$ cat config.mk
export PLATFORM = sky130hd
export DESIGN_NAME = alu_pipe_datapath_flat
export DESIGN_NICKNAME = d
export VERILOG_FILES = /design/src/rtl/alu_pipe_if.sv /design/src/rtl/alu_pipe_datapath.sv /design/src/flat_wrapper.sv
export SDC_FILE = /design/constraint.sdc
export NUM_CORES = 1
export LEC_CHECK = 0
export ABC_CLOCK_PERIOD_IN_PS = 12300
export CAP_MARGIN = 20
export CORE_MARGIN = 2
export CORE_UTILIZATION = 45
export DETAILED_ROUTE_END_ITERATION = 16
export DONT_BUFFER_PORTS = 1
export GPL_TIMING_DRIVEN = 1
export PLACE_DENSITY = 0.61
export SLEW_MARGIN = 25
export SYNTH_ARGS = -nofsm -noshare
export SYNTH_HDL_FRONTEND = slang
export SYNTH_SLANG_ARGS = --single-unit
export TNS_END_PERCENT = 20
$ cat constraint.sdc
create_clock -name clk -period 12.3 [get_ports clk]
set_input_delay 3.69 -clock clk [delete_from_list [all_inputs] [get_ports clk]]
set_output_delay 3.69 -clock clk [all_outputs]
set_load 0.02 [all_outputs]
$ cat src/rtl/alu_pipe_if.sv
// Issue, external-write and result bundle for alu_pipe_datapath.
// The decode/load side drives through master; the datapath sits on slave.
interface alu_pipe_if #(
    parameter int WIDTH = 16,
    parameter int NREGS = 8
);
    localparam int AW = $clog2(NREGS);

    logic             in_valid;
    logic             in_ready;
    logic [AW-1:0]    rs1_addr;
    logic [AW-1:0]    rs2_addr;
    logic [AW-1:0]    rd_addr;
    logic             wr_en;
    logic [3:0]       alu_op;
    logic             src1_zero;
    logic             src2_imm;
    logic [WIDTH-1:0] imm;
    logic             ext_wr_en;
    logic [AW-1:0]    ext_wr_addr;
    logic [WIDTH-1:0] ext_wr_data;
    logic             out_valid;
    logic [WIDTH-1:0] result;
    logic             ovf;
    logic             take_branch;

    modport master (
        output in_valid, rs1_addr, rs2_addr, rd_addr, wr_en, alu_op,
               src1_zero, src2_imm, imm, ext_wr_en, ext_wr_addr, ext_wr_data,
        input  in_ready, out_valid, result, ovf, take_branch
    );

    modport slave (
        input  in_valid, rs1_addr, rs2_addr, rd_addr, wr_en, alu_op,
               src1_zero, src2_imm, imm, ext_wr_en, ext_wr_addr, ext_wr_data,
        output in_ready, out_valid, result, ovf, take_branch
    );
endinterface

$ cat src/rtl/alu_pipe_datapath.sv
// Register file + two-stage ALU pipeline with execute-stage forwarding and an
// iterative shift-add multiplier that holds off issue while it runs.
module alu_pipe_datapath #(
    parameter int WIDTH = 16,
    parameter int NREGS = 8
) (
    input  logic     clk,
    input  logic     rst,
    alu_pipe_if.slave bus
);
    localparam int AW  = $clog2(NREGS);
    localparam int CW  = $clog2(WIDTH);
    localparam int MSB = WIDTH - 1;

    typedef logic [WIDTH-1:0]   word_t;
    typedef logic [2*WIDTH-1:0] dword_t;
    typedef logic [AW-1:0]      addr_t;

    typedef enum logic [3:0] {
        OP_ADD = 4'd0, OP_NOT = 4'd1, OP_AND = 4'd2, OP_OR  = 4'd3,
        OP_SRA = 4'd4, OP_SLL = 4'd5, OP_BEQZ = 4'd6, OP_BNEZ = 4'd7,
        OP_XOR = 4'd8, OP_MUL = 4'd9, OP_SUB = 4'd10
    } op_t;

    typedef enum logic {S_IDLE, S_MUL} state_t;

    localparam word_t W_LIMIT = word_t'(WIDTH);

    word_t  regs [NREGS];
    state_t state, state_nxt;

    logic   ex_valid, ex_wr;
    op_t    ex_op;
    word_t  ex_a, ex_b;
    addr_t  ex_rd;

    dword_t mul_acc, mul_mcand, mul_acc_nxt;
    word_t  mul_mplier;
    logic [CW-1:0] mul_cnt;
    addr_t  mul_rd;
    logic   mul_wr, mul_last, mul_done;

    word_t  alu_f;
    logic   alu_ovf, alu_br;
    word_t  opa, opb;
    logic   fire, issue_mul, issue_wr;
    op_t    issue_op;

    function automatic word_t pick_operand(
        input addr_t rs, input logic fwd_en, input addr_t fwd_rd, input word_t fwd_data,
        input logic ext_en, input addr_t ext_addr, input word_t ext_data, input word_t reg_data);
        if (rs == '0)                        return '0;
        if (fwd_en && fwd_rd == rs)          return fwd_data;
        if (ext_en && ext_addr == rs)        return ext_data;
        return reg_data;
    endfunction

    // Issue-side operand fetch with forwarding, then zero/immediate substitution.
    always_comb begin
        issue_op  = op_t'(bus.alu_op);
        fire      = bus.in_valid & bus.in_ready;
        issue_mul = fire && (issue_op == OP_MUL);
        issue_wr  = bus.wr_en && (bus.rd_addr != '0) &&
                    (issue_op != OP_BEQZ) && (issue_op != OP_BNEZ);
        opa = pick_operand(bus.rs1_addr, ex_valid & ex_wr, ex_rd, alu_f,
                           bus.ext_wr_en, bus.ext_wr_addr, bus.ext_wr_data, regs[bus.rs1_addr]);
        opb = pick_operand(bus.rs2_addr, ex_valid & ex_wr, ex_rd, alu_f,
                           bus.ext_wr_en, bus.ext_wr_addr, bus.ext_wr_data, regs[bus.rs2_addr]);
        if (bus.src1_zero) opa = '0;
        if (bus.src2_imm)  opb = bus.imm;
    end

    always_ff @(posedge clk or posedge rst) begin
        if (rst) begin
            ex_valid <= 1'b0;
            ex_wr    <= 1'b0;
            ex_op    <= OP_ADD;
            ex_a     <= '0;
            ex_b     <= '0;
            ex_rd    <= '0;
        end else begin
            ex_valid <= fire && !issue_mul;
            if (fire) begin
                ex_wr <= issue_wr;
                ex_op <= issue_op;
                ex_a  <= opa;
                ex_b  <= opb;
                ex_rd <= bus.rd_addr;
            end
        end
    end

    // NOTE: every output of a combinational block gets a default first so no latch is inferred.
    always_comb begin
        alu_f   = '0;
        alu_ovf = 1'b0;
        alu_br  = 1'b0;
        case (ex_op)
            OP_ADD: begin
                alu_f   = ex_a + ex_b;
                alu_ovf = (ex_a[MSB] == ex_b[MSB]) && (alu_f[MSB] != ex_a[MSB]);
            end
            OP_SUB: begin
                alu_f   = ex_a - ex_b;
                alu_ovf = (ex_a[MSB] != ex_b[MSB]) && (alu_f[MSB] != ex_a[MSB]);
            end
            OP_NOT:  alu_f = ~ex_b;
            OP_AND:  alu_f = ex_a & ex_b;
            OP_OR:   alu_f = ex_a | ex_b;
            OP_XOR:  alu_f = ex_a ^ ex_b;
            OP_SRA:  alu_f = (ex_b >= W_LIMIT) ? {WIDTH{ex_a[MSB]}} : word_t'($signed(ex_a) >>> ex_b);
            OP_SLL:  alu_f = (ex_b >= W_LIMIT) ? '0 : (ex_a << ex_b);
            OP_BEQZ: alu_br = (ex_a == '0);
            OP_BNEZ: alu_br = (ex_a != '0);
            default: ;
        endcase
    end

    // NOTE: sequential state uses non-blocking assignments so every register samples pre-edge values.
    always_ff @(posedge clk or posedge rst) begin
        if (rst) state <= S_IDLE;
        else     state <= state_nxt;
    end

    always_comb begin
        state_nxt = state;
        case (state)
            S_IDLE:  if (issue_mul) state_nxt = S_MUL;
            S_MUL:   if (mul_last)  state_nxt = S_IDLE;
            default: state_nxt = S_IDLE;
        endcase
    end

    always_comb begin
        bus.in_ready = (state == S_IDLE);
        mul_last     = (mul_cnt == CW'(WIDTH - 1));
        mul_done     = (state == S_MUL) && mul_last;
        mul_acc_nxt  = mul_acc + (mul_mplier[0] ? mul_mcand : '0);
    end

    // One multiplier bit per cycle: accumulate, then shift multiplicand up and multiplier down.
    always_ff @(posedge clk or posedge rst) begin
        if (rst) begin
            mul_acc    <= '0;
            mul_mcand  <= '0;
            mul_mplier <= '0;
            mul_cnt    <= '0;
            mul_rd     <= '0;
            mul_wr     <= 1'b0;
        end else if (issue_mul) begin
            mul_acc    <= '0;
            mul_mcand  <= {{WIDTH{1'b0}}, opa};
            mul_mplier <= opb;
            mul_cnt    <= '0;
            mul_rd     <= bus.rd_addr;
            mul_wr     <= issue_wr;
        end else if (state == S_MUL) begin
            mul_acc    <= mul_acc_nxt;
            mul_mcand  <= mul_mcand << 1;
            mul_mplier <= mul_mplier >> 1;
            mul_cnt    <= mul_cnt + 1'b1;
        end
    end

    always_ff @(posedge clk or posedge rst) begin
        if (rst) begin
            bus.out_valid   <= 1'b0;
            bus.result      <= '0;
            bus.ovf         <= 1'b0;
            bus.take_branch <= 1'b0;
        end else begin
            bus.out_valid <= 1'b0;
            if (ex_valid) begin
                bus.out_valid   <= 1'b1;
                bus.result      <= alu_f;
                bus.ovf         <= alu_ovf;
                bus.take_branch <= alu_br;
            end else if (mul_done) begin
                bus.out_valid   <= 1'b1;
                bus.result      <= mul_acc_nxt[WIDTH-1:0];
                bus.ovf         <= |mul_acc_nxt[2*WIDTH-1:WIDTH];
                bus.take_branch <= 1'b0;
            end
        end
    end

    // NOTE: the register file is reset explicitly because reset must clear architectural state.
    // The internal writeback is assigned last so it wins a same-register collision with ext_wr.
    always_ff @(posedge clk or posedge rst) begin
        if (rst) begin
            for (int i = 0; i < NREGS; i++) regs[i] <= '0;
        end else begin
            if (bus.ext_wr_en && bus.ext_wr_addr != '0)
                regs[bus.ext_wr_addr] <= bus.ext_wr_data;
            if (ex_valid && ex_wr)
                regs[ex_rd] <= alu_f;
            else if (mul_done && mul_wr && mul_rd != '0)
                regs[mul_rd] <= mul_acc_nxt[WIDTH-1:0];
        end
    end
endmodule

$ cat src/flat_wrapper.sv
// flat-port wrapper written by rule: the top's interface ports become plain ports
module alu_pipe_datapath_flat 
#(
    parameter int WIDTH = 16,
    parameter int NREGS = 8
)
  (clk, rst, bus_in_valid, bus_rs1_addr, bus_rs2_addr, bus_rd_addr, bus_wr_en, bus_alu_op, bus_src1_zero, bus_src2_imm, bus_imm, bus_ext_wr_en, bus_ext_wr_addr, bus_ext_wr_data, bus_in_ready, bus_out_valid, bus_result, bus_ovf, bus_take_branch);
  alu_pipe_if #(.WIDTH(WIDTH), .NREGS(NREGS)) bus_i ();
  input  logic clk;
  input  logic rst;
  input wire logic [$bits(bus_i.in_valid)-1:0] bus_in_valid;
  input wire logic [$bits(bus_i.rs1_addr)-1:0] bus_rs1_addr;
  input wire logic [$bits(bus_i.rs2_addr)-1:0] bus_rs2_addr;
  input wire logic [$bits(bus_i.rd_addr)-1:0] bus_rd_addr;
  input wire logic [$bits(bus_i.wr_en)-1:0] bus_wr_en;
  input wire logic [$bits(bus_i.alu_op)-1:0] bus_alu_op;
  input wire logic [$bits(bus_i.src1_zero)-1:0] bus_src1_zero;
  input wire logic [$bits(bus_i.src2_imm)-1:0] bus_src2_imm;
  input wire logic [$bits(bus_i.imm)-1:0] bus_imm;
  input wire logic [$bits(bus_i.ext_wr_en)-1:0] bus_ext_wr_en;
  input wire logic [$bits(bus_i.ext_wr_addr)-1:0] bus_ext_wr_addr;
  input wire logic [$bits(bus_i.ext_wr_data)-1:0] bus_ext_wr_data;
  output wire logic [$bits(bus_i.in_ready)-1:0] bus_in_ready;
  output wire logic [$bits(bus_i.out_valid)-1:0] bus_out_valid;
  output wire logic [$bits(bus_i.result)-1:0] bus_result;
  output wire logic [$bits(bus_i.ovf)-1:0] bus_ovf;
  output wire logic [$bits(bus_i.take_branch)-1:0] bus_take_branch;
  assign bus_i.in_valid = bus_in_valid;
  assign bus_i.rs1_addr = bus_rs1_addr;
  assign bus_i.rs2_addr = bus_rs2_addr;
  assign bus_i.rd_addr = bus_rd_addr;
  assign bus_i.wr_en = bus_wr_en;
  assign bus_i.alu_op = bus_alu_op;
  assign bus_i.src1_zero = bus_src1_zero;
  assign bus_i.src2_imm = bus_src2_imm;
  assign bus_i.imm = bus_imm;
  assign bus_i.ext_wr_en = bus_ext_wr_en;
  assign bus_i.ext_wr_addr = bus_ext_wr_addr;
  assign bus_i.ext_wr_data = bus_ext_wr_data;
  assign bus_in_ready = bus_i.in_ready;
  assign bus_out_valid = bus_i.out_valid;
  assign bus_result = bus_i.result;
  assign bus_ovf = bus_i.ovf;
  assign bus_take_branch = bus_i.take_branch;
  alu_pipe_datapath #(.WIDTH(WIDTH), .NREGS(NREGS)) u_core (.clk(clk), .rst(rst), .bus(bus_i));
endmodule
==> results.yml <==
status:
  status: "complete, no violations"
power:
  p_comb_share_pct: 57.7
  p_seq_share_pct: 26.8
  p_leak_nw: 10.9
  intPower_w: 0.00331
  p_clk_share_pct: 15.4
  switching_share_pct: 50.7
  power_density_nw_per_um2: 270
  peakVddDrop_uv: 129
  p_sw_w: 0.00339
floorplanning:
  die_h_um: 231
  die-area_um2: 53500
  coreArea_um2: 51200
  start_util_pct: 45.4
  die_w_um: 231
  io_pins: 75
  num_rows: 83
synthesis:
  yosysTopAreaCell: "dfrtp_1"
  synth_ff_type: "dfrtp_1"
  synth_seq_area_share_pct: 29.8
  async_flop_share_pct: 100
  synth_edf_count: 0
  netlist_instances: 2779
  synth_common_cells: "414 x nand2_1, 327 x o21ai_0, 277 x dfrtp_1"
  yosys-top-cells-area: "dfrtp_1 30%, mux2i_1 9.0%, mux4_2 8.6%"
  syn_area_per_cell_um2: 8.37
  ys_ff_latch: 277
  syn_area_um2: 23300
  synth_top_area_share_pct: 29.8
  yosys_warnings: 0
  synth.distinct_cells: 84
  synth_nets: 2916
  yosysMostFrequentCell: "nand2_1"
timing:
  finalHoldViolations: 0
  setup_ws_ps: 6880
  finalCritPeriodShare_pct: 44.1
  grt_setup_unrepaired: "no"
  setup_violations: 0
  fmax_mhz: 185
  min_period_ps: 5420
  tightest_slew_ps: 1090
  setup_tns_ps: 0
  worst_slew_margin_rel_pct: 27.3
  clock_skew_ps: 24.7
  slew_viol_final: 0
global_route:
  grtUsageTotal_pct: 32.5
  grt_antenna_before_repair: 2
  met3_usage_pct: 5.86
  grt_pass1_wl_mm: 133
  grt_pass1_vias: 21200
  grtUsageMet2_pct: 52.0
  busiest_layer: "met2"
  grt-ovfl-total: 0
  use_met1_pct: 43.0
  grt_max_degree: 121
finish:
  final_nets: 2750
  drive_above_1_share_pct: 10.3
  num_antenna_cells: 0
  area_delta_synth_final_pct: 6.70
  final_util_pct: 48.5
  fin_cells: 3315
routing:
  drtIter0Drc: 2460
  ant_nets: 0
  wl_per_cell_um: 26.5
  drc_errors: 0
  drt-vias-per-instance: 6.66
  drtPass1Iterations: 6
  vias: 22100
  routed_wl_mm: 87.8
min_path:
  hold_start: "u_core.mul_acc[11]"
  hp-class: "reg2reg"
clock_tree:
  cts_root_buffer: "clkbuf_16"
  cts_buffers: 34
  ctsHoldBuffers: 0
  cts_tree: "built"
  cts_sinks: 277
  clkSlewWorstSetupHoldPaths_ps: 60
  htreeDepth: 2
  ctsResizeCount: 0
  clockBufferDepth: 3
  post-cts-setup-buffer-count: 0
  clock_latency_ps: 560
worst_setup_path:
  crit_start: "u_core.ex_b[2]"
  cp.required_ps: 12700
  regToRegStartpoint: "u_core.ex_b[2]"
  path_cells: "buf_4 -> clkinv_1 -> ha_1 -> o21ba_2 -> o21ba_2 -> o21ai_0 -> a2111oi_0 -> o41a_1 -> nor2_1 -> a211oi_1 -> o21a_1 -> o22a_1 -> o21ai_0"
  cp_top_family: "compound AO/OA/AOI/OAI gates"
  cp_num_buf_inv: 2
  cp_max_fo: 33
  crit_path_end_kind: "register"
  slowest_stage: "a2111oi_0"
  arrival_ps: 5820
  crit_type: "reg2reg"
  start_kind: "register"
  slowest_delay_ps: 820
placed_design:
  numPortBuffers: 0
  hpwl_mm: 59.6
  place_congestion: 0.968
  place_inst: 3257
  pre_cts_slack_ps: 6420
run:
  cap_violations: 0
==> per-stage QoR <==
step / power (W) / cell area (um2) / hold slack (ps)
2_1_floorplan: 0.00430 / 23300 / 456
3_3_place_gp: 0.00546 / 23600 / 472
3_5_place_dp: 0.00555 / 23700 / 483
4_1_cts: 0.00660 / 24800 / 497
5_1_grt: 0.00710 / 24800 / 523
6_report: 0.00670 / 24800 / 493
==> layout make-up <==
cell class	instances	area (um2)
fill	4870	26400
multi-input combinational	2173	15200
sequential	277	6940
clock buffer	51	1020
tap	680	851
timing repair buffer	60	454
inverter	67	259
clock inverter	7	110
==> per-layer routing <==
| metal | part of all wire [%] | routed length (um) | vias up |
|---|---|---|---|
| li1 | - | - | 9841 |
| met1 | 40 | 35400 | 10900 |
| met2 | 46 | 40500 | 1148 |
| met3 | 8.9 | 7800 | 198 |
| met4 | 4.7 | 4170 | 4 |
| met5 | 0.025 | 22 | - |
==> cells by family (layout without fill, tap and decap cells) <==
| family | count (synthesis) | in the layout | synth area share (%) |
|---|---|---|---|
| simple gates | 832 | 832 | 16.1 |
| flops | 277 | 277 | 29.8 |
| xor+xnor | 41 | 41 | 1.54 |
| fa+ha+maj | 82 | 82 | 4.51 |
| buf+inv | 329 | 185 | 5.52 |
| compound gates | 902 | 902 | 24.0 |
| mux | 316 | 316 | 18.5 |
==> state kept, by name, summed over array words and instances, names as in the netlist, 3 cells and up <==
register           cells
u_core.mul_acc        32
u_core.ex_rd           3
u_core.ex_op           4
u_core.mul_rd          3
u_core.mul_cnt         4
u_core.mul_mcand      32
u_core.regs          128
u_core.bus.result     16
u_core.mul_mplier     16
u_core.ex_a           16
u_core.ex_b           16
==> worst register-to-register path, cell delays in order, from the launching register on <==
cell and delay, ps:
dfrtp_1 320, buf_4 350, clkinv_1 740, ha_1 760, o21ba_2 200, o21ba_2 140
o21ai_0 140, a2111oi_0 820, o41a_1 260, nor2_1 60, a211oi_1 290, o21a_1 170
o22a_1 790, o21ai_0 230
==> power groups by stage <==
stage / combinational (W) / sequential, W / clock (W)
6_report: 0.00387 / 0.00180 / 0.00103
5_1_grt: 0.00418 / 0.00184 / 0.00109
4_1_cts: 0.00378 / 0.00178 / 0.00105
3_5_place_dp: 0.00376 / 0.00179 / 0
3_3_place_gp: 0.00369 / 0.00177 / 0
2_1_floorplan: 0.00274 / 0.00157 / 0
==> final timing paths <==
path                                            to  slack (ps)  depth (start not counted)
worst max-delay path               u_core.ex_a[14]        6880                         13
worst min-delay path            u_core.mul_acc[11]         490                          2
worst max register to register     u_core.ex_a[14]        6880                         13
worst min register to register  u_core.mul_acc[11]         490                          2
max in group asynchronous           u_core.ex_a[1]        7210                          3
min in group asynchronous          u_core.regs[25]        3200                          1
==> placed cells by master (no fill, tap or decap), drive strengths merged, types with 10 or more instances in the layout <==
cell type | Yosys | routed
a211o | 10 | 10
a211oi | 42 | 42
a21o | 21 | 21
a21oi | 230 | 230
a221oi | 11 | 11
a22o | 18 | 18
a22oi | 21 | 21
a31oi | 13 | 13
and2 | 47 | 47
and3 | 15 | 15
buf | 39 | 60
clkbuf | 223 | 51
dfrtp | 277 | 277
ha | 79 | 79
inv | 63 | 63
mux2 | 19 | 19
mux2i | 208 | 208
mux4 | 89 | 89
nand2 | 414 | 414
nand2b | 17 | 17
nand3 | 37 | 37
nand4 | 14 | 14
nor2 | 154 | 154
nor2b | 18 | 18
nor3 | 51 | 51
nor4 | 15 | 15
o2111ai | 11 | 11
o211ai | 48 | 48
o21a | 11 | 11
o21ai | 336 | 336
o21bai | 10 | 10
o22ai | 16 | 16
o31ai | 16 | 16
or3 | 11 | 11
xnor2 | 25 | 25
xor2 | 16 | 16
Note: power is estimated with default switching activity, not from simulation.
